<file path="config.mk">
export PLATFORM = sky130hd
export DESIGN_NAME = gan_frame_reader
export DESIGN_NICKNAME = d
export VERILOG_FILES = /design/src/rtl/gan_frame_reader.sv
export SDC_FILE = /design/constraint.sdc
export NUM_CORES = 1
export LEC_CHECK = 0
export CAP_MARGIN = 20
export CORE_AREA = 2 2 211 296
export DETAILED_ROUTE_END_ITERATION = 10
export DIE_AREA = 0 0 213 298
export PLACE_DENSITY = 0.45
export RECOVER_POWER = 100
export SETUP_SLACK_MARGIN = 0.1
export SYNTH_ARGS = -nofsm -noshare
export SYNTH_HDL_FRONTEND = slang
export SYNTH_SLANG_ARGS = --single-unit
</file>
<file path="constraint.sdc">
create_clock -name clk -period 2.7 [get_ports clk]
set_input_delay 0.54 -clock clk [delete_from_list [all_inputs] [get_ports clk]]
set_output_delay 0.54 -clock clk [all_outputs]
set_load 0.005 [all_outputs]
</file>
<file path="src/rtl/gan_frame_reader.sv">
// rtl/gan_frame_reader.sv - snapshot and stream reader for the GAN generator/discriminator outputs
//
// Purpose: captures nine generator pixels and the discriminator score in one
// cycle, then streams the ten Q8.24 words one per valid/ready handshake.
// It also registers the discriminator decision against THRESH.
//
// Ports:
//   clk, rst_n          clock, asynchronous active-low reset
//   capture_valid       capture request (honoured only while capture_ready)
//   capture_ready       high while idle
//   pixel_1x1..3x3      generator pixels, signed Q8.24
//   disc_in             discriminator score, signed Q8.24
//   out_data/out_valid  streamed word and its valid flag
//   out_ready           consumer accept
//   out_index/out_last  word index 0-9, high on index 9
//   disc_real           registered disc_in >= THRESH (signed)
//   frame_count         completed frames, wraps at 16 bits
module gan_frame_reader #(
   parameter int                        WIDTH  = 32,
   parameter logic signed [WIDTH-1:0]   THRESH = 32'h00800000,
   parameter bit                        CLAMP  = 1'b1
) (
   input  logic             clk,
   input  logic             rst_n,
   input  logic             capture_valid,
   output logic             capture_ready,
   input  logic [WIDTH-1:0] pixel_1x1,
   input  logic [WIDTH-1:0] pixel_1x2,
   input  logic [WIDTH-1:0] pixel_1x3,
   input  logic [WIDTH-1:0] pixel_2x1,
   input  logic [WIDTH-1:0] pixel_2x2,
   input  logic [WIDTH-1:0] pixel_2x3,
   input  logic [WIDTH-1:0] pixel_3x1,
   input  logic [WIDTH-1:0] pixel_3x2,
   input  logic [WIDTH-1:0] pixel_3x3,
   input  logic [WIDTH-1:0] disc_in,
   output logic [WIDTH-1:0] out_data,
   output logic             out_valid,
   input  logic             out_ready,
   output logic [3:0]       out_index,
   output logic             out_last,
   output logic             disc_real,
   output logic [15:0]      frame_count
);

   localparam int                      NUM_WORDS = 10;
   localparam logic [3:0]              LAST_IDX  = 4'd9;
   localparam logic signed [WIDTH-1:0] ONE_Q     = WIDTH'(32'h01000000);

   typedef enum logic {IDLE, SEND} state_t;

   state_t           state_q, state_d;
   logic [WIDTH-1:0] word_q [NUM_WORDS];
   logic [WIDTH-1:0] cap_word [NUM_WORDS];
   logic [WIDTH-1:0] pix [9];
   logic [3:0]       idx_q;
   logic             disc_real_q;
   logic [15:0]      frame_cnt_q;
   logic             capture;
   logic             fire;

   function automatic logic [WIDTH-1:0] clamp_px(input logic [WIDTH-1:0] v);
      if (!CLAMP)
         return v;
      if ($signed(v) < 0)
         return '0;
      if ($signed(v) > ONE_Q)
         return ONE_Q;
      return v;
   endfunction

   assign pix[0] = pixel_1x1;
   assign pix[1] = pixel_1x2;
   assign pix[2] = pixel_1x3;
   assign pix[3] = pixel_2x1;
   assign pix[4] = pixel_2x2;
   assign pix[5] = pixel_2x3;
   assign pix[6] = pixel_3x1;
   assign pix[7] = pixel_3x2;
   assign pix[8] = pixel_3x3;

   // Raster-ordered capture image; the discriminator word is never clamped.
   always_comb begin
      for (int i = 0; i < 9; i++)
         cap_word[i] = clamp_px(pix[i]);
      cap_word[9] = disc_in;
   end

   assign capture = (state_q == IDLE) && capture_valid;
   assign fire    = (state_q == SEND) && out_ready;

   always_ff @(posedge clk or negedge rst_n) begin
      if (!rst_n)
         state_q <= IDLE;
      else
         state_q <= state_d;
   end

   always_comb begin
      state_d = state_q;
      case (state_q)
         IDLE: if (capture_valid) state_d = SEND;
         SEND: if (out_ready && idx_q == LAST_IDX) state_d = IDLE;
         default: state_d = IDLE;
      endcase
   end

   always_ff @(posedge clk or negedge rst_n) begin
      if (!rst_n) begin
         for (int i = 0; i < NUM_WORDS; i++)
            word_q[i] <= '0;
         idx_q       <= '0;
         disc_real_q <= 1'b0;
         frame_cnt_q <= '0;
      end else if (capture) begin
         for (int i = 0; i < NUM_WORDS; i++)
            word_q[i] <= cap_word[i];
         disc_real_q <= $signed(disc_in) >= THRESH;
         idx_q       <= '0;
      end else if (fire) begin
         if (idx_q == LAST_IDX) begin
            idx_q       <= '0;
            frame_cnt_q <= frame_cnt_q + 16'd1;
         end else begin
            idx_q <= idx_q + 4'd1;
         end
      end
   end

   // Output word is selected from registered state only; zero while idle.
   always_comb begin
      out_data = '0;
      if (state_q == SEND)
         for (int i = 0; i < NUM_WORDS; i++)
            if (idx_q == 4'(i))
               out_data = word_q[i];
   end

   assign capture_ready = (state_q == IDLE);
   assign out_valid     = (state_q == SEND);
   assign out_index     = idx_q;
   assign out_last      = (state_q == SEND) && (idx_q == LAST_IDX);
   assign disc_real     = disc_real_q;
   assign frame_count   = frame_cnt_q;

endmodule

</file>
==> run summary <==
Worst-path cell chain: buf_6 -> and3b_2 -> buf_12 -> a21oi_1 -> o21ai_1 -> buf_4 -> a221o_1 -> buf_2
Crit. End Element: output port
IO buf count: 379
Setup crit start kind: register
Yosys warnings: 0
Number of synthesized flops with an enable pin: 0
CTS tree: built
Switching power: 5.34 mW
Distinct cells, synth: 49
Worst path top cell family by delay: buffers and inverters
Min-Delay Path Class: register to register
WHS Endpoint: disc_real
Core area: 60600 um2
Vias/cell: 5.10
Crit path max fanout: 16
P&R area growth vs syn: 56.0%
Crit. Startpoint: out_index[1]
Clk Latency, worst-skew pair: 0.57 ns
Post-route ant nets: 0
Nets: 2158
Syn nets: 1657
CTS sink count: 333
Tot GR Track Use: 21.2%
GRT overflow: 0
Worst Max-Slew Pin Slew: 1.54 ns
RSZ-0062 raised after global routing: true
P per Cell Area: 707 nW/um2
Die ar.: 63500 um2
Average size of a mapped cell: 11.3 um2
Row cnt: 107
Hold Violations, Final: 0
WS Path Type: register to output port
Initial Util: 24.8%
Worst-path clk slew: 0.06 ns
Pleak: 10.1 nW
Worst Slack Setup Final: -0.400 ns
Crit Reg-Reg Endpoint: word_q[311]
Final setup vio count: 248
RD Place Congestion: 0.856
Status: complete, but fails checks
I/O pins: 380
Antenna violations before repair: 17
Dpl hpwl: 49.8 mm
Failing checks: max-capacitance violations, max-slew violations, negative setup slack
Die width: 213 um
Clk network pwr share: 31.1%
First-pass GRT wire length: 98.1 mm
Starting DRT DRC Count: 951
Number of global-route vias before repair: 14400
Fmax achieved: 323 MHz
VDD IR max: 0.403 mV
Iteration count of the initial detailed-routing pass: 5
Drt total wl: 68.1 mm
Slowest stage cell on the critical path: dfrtp_4
Min-delay src: disc_real
R2R depth: 5
Synth top cells by count: dfrtp_1 (333), a32o_1 (204), nand2_1 (189), clkbuf_1 (81), nor2_1 (73)
CTS Buf Count: 39
Worst endpoint required time: 2.16 ns
Mapped Cells: 1332
H-tree depth: 2
Post-detailed-route DRC marker count: 0
Clock Skews: 0.0137 ns
Crit-path max cell delay: 0.54 ns
Top cells by area, synth: dfrtp_1 (55%), a32o_1 (14%), nand2_1 (4.7%)
Pin count of the biggest net entering global routing: 94
Synth Register Bits: 333
Final core utilization: 38.7%
Synth area leader: dfrtp_1
Sw frac: 32.2%
Sequential share of the synthesized area: 55.4%
Clock buffer depth: 3
Synth Flop Type: dfrtp_1
Top-count cell post-synth: dfrtp_1
Period Utilization, post-route: 115%
Design Area, Final: 23500 um2
Reg power frac: 34.6%
CP arrival: 2.56 ns
Max Slew Vio Count: 53
Min Hold Slack: 0.478 ns
Cell area after synthesis: 15000 um2
Area share of the largest cell type after synthesis: 55.4%
Die H: 298 um
DP Area: 20700 um2
Total number of vias: 13700
Setup TNS: -32.39 ns
R2r setup slk: -0.22 ns
Layout cell share with drive strength beyond 1: 24.0%
Slew margin rel.: -2.45%
Power share of the combinational group: 34.2%
WL/cell: 25.3 um
Max Cap Viol: 1
Post-synthesis async set-or-reset flop share: 100%
Worst r2r src: out_valid
Root buf cell: clkbuf_16
Hold path depth: 1
Minimum clock period: 3.10 ns
Buf+Inv Stages, Crit Path: 4
Cell Int Power: 11.2 mW
Pre-CTS WS: -0.291 ns
-- state kept, by name (all words and copies together), names as in the netlist --
name and cells:
word_q 311, frame_count 16, out_index 4, disc_real 1, out_valid 1
-- power by group through the flow --
stage | registers, mW | logic, mW | clock network, mW
6_report | 5.74 | 5.68 | 5.16
5_1_grt | 5.78 | 6.02 | 5.50
4_1_cts | 5.73 | 5.36 | 5.30
3_3_place_gp | 5.81 | 4.20 | 0
2_1_floorplan | 5.63 | 1.87 | 0
3_5_place_dp | 5.79 | 4.24 | 0
-- through the flow --
stage / power, mW / instances
floorplan: 7.50 / 1332
detailed placement: 10.0 / 2541
global placement: 10.0 / 2541
CTS: 16.4 / 2664
finish: 16.6 / 2692
global route: 17.3 / 2689
-- worst max-delay path by stage --
stage,to,slack [ns],cells after the start
2_1_floorplan,out_data[30],0.38,6
3_3_place_gp,out_data[10],-0.31,7
3_5_place_dp,out_data[10],-0.29,7
4_1_cts,out_data[9],-0.46,11
5_1_grt,out_data[23],-0.48,10
6_report,out_data[23],-0.40,8
-- cell type report --
type,instances,area [um2]
diodes,16,40.0
clock buffers,59,1120
clock inverters,8,83.8
fillers,5912,37200
inverters,8,30.0
multi-input cells,866,6930
flip-flops and latches,333,8340
well taps,817,1020
repair buffers,585,5880
-- placed cells by master, fill, tap and decap left out, types with 20 or more instances in the layout --
| master | n |
|---|---|
| nor3_1 | 26 |
| and2_1 | 47 |
| a221o_1 | 22 |
| dfrtp_1 | 330 |
| a22oi_1 | 20 |
| buf_4 | 112 |
| buf_2 | 27 |
| mux2i_1 | 22 |
| clkdlybuf4s50_1 | 345 |
| nor3_2 | 20 |
| buf_6 | 59 |
| a32o_1 | 204 |
| buf_12 | 27 |
| clkbuf_16 | 41 |
| nor2_1 | 62 |
| nand2_1 | 175 |
-- cells by family after synthesis --
group,after synthesis,synth area share (%)
DFF,333,55.4
muxes,65,5.52
xor gates and xnor gates,15,0.874
buffers and inverters,133,3.72
AOI/OAI and AO/OA,382,22.0
and+or+nand+nor,403,12.3
adders and majority gates,1,0.0832
-- timing repair --
action                                  CTS  global route
gates resized for setup                 296            81
gates cloned                              4             1
pin swaps                                57            36
hold buffers                              1             0
hold endpoints to repair                 33             0
buffers inserted                         53            19
endpoints found under the setup margin   33            33
-- routing by layer --
layer  up-vias  global-route usage, %  wire length, um
li1       6127                      -                -
met1      7026                   25.4            26300
met2       456                   36.9            35600
met3       105                   3.29             3290
met4         4                   10.4             2980
met5         -                      0               23
Power figures use the tool's default switching activity.
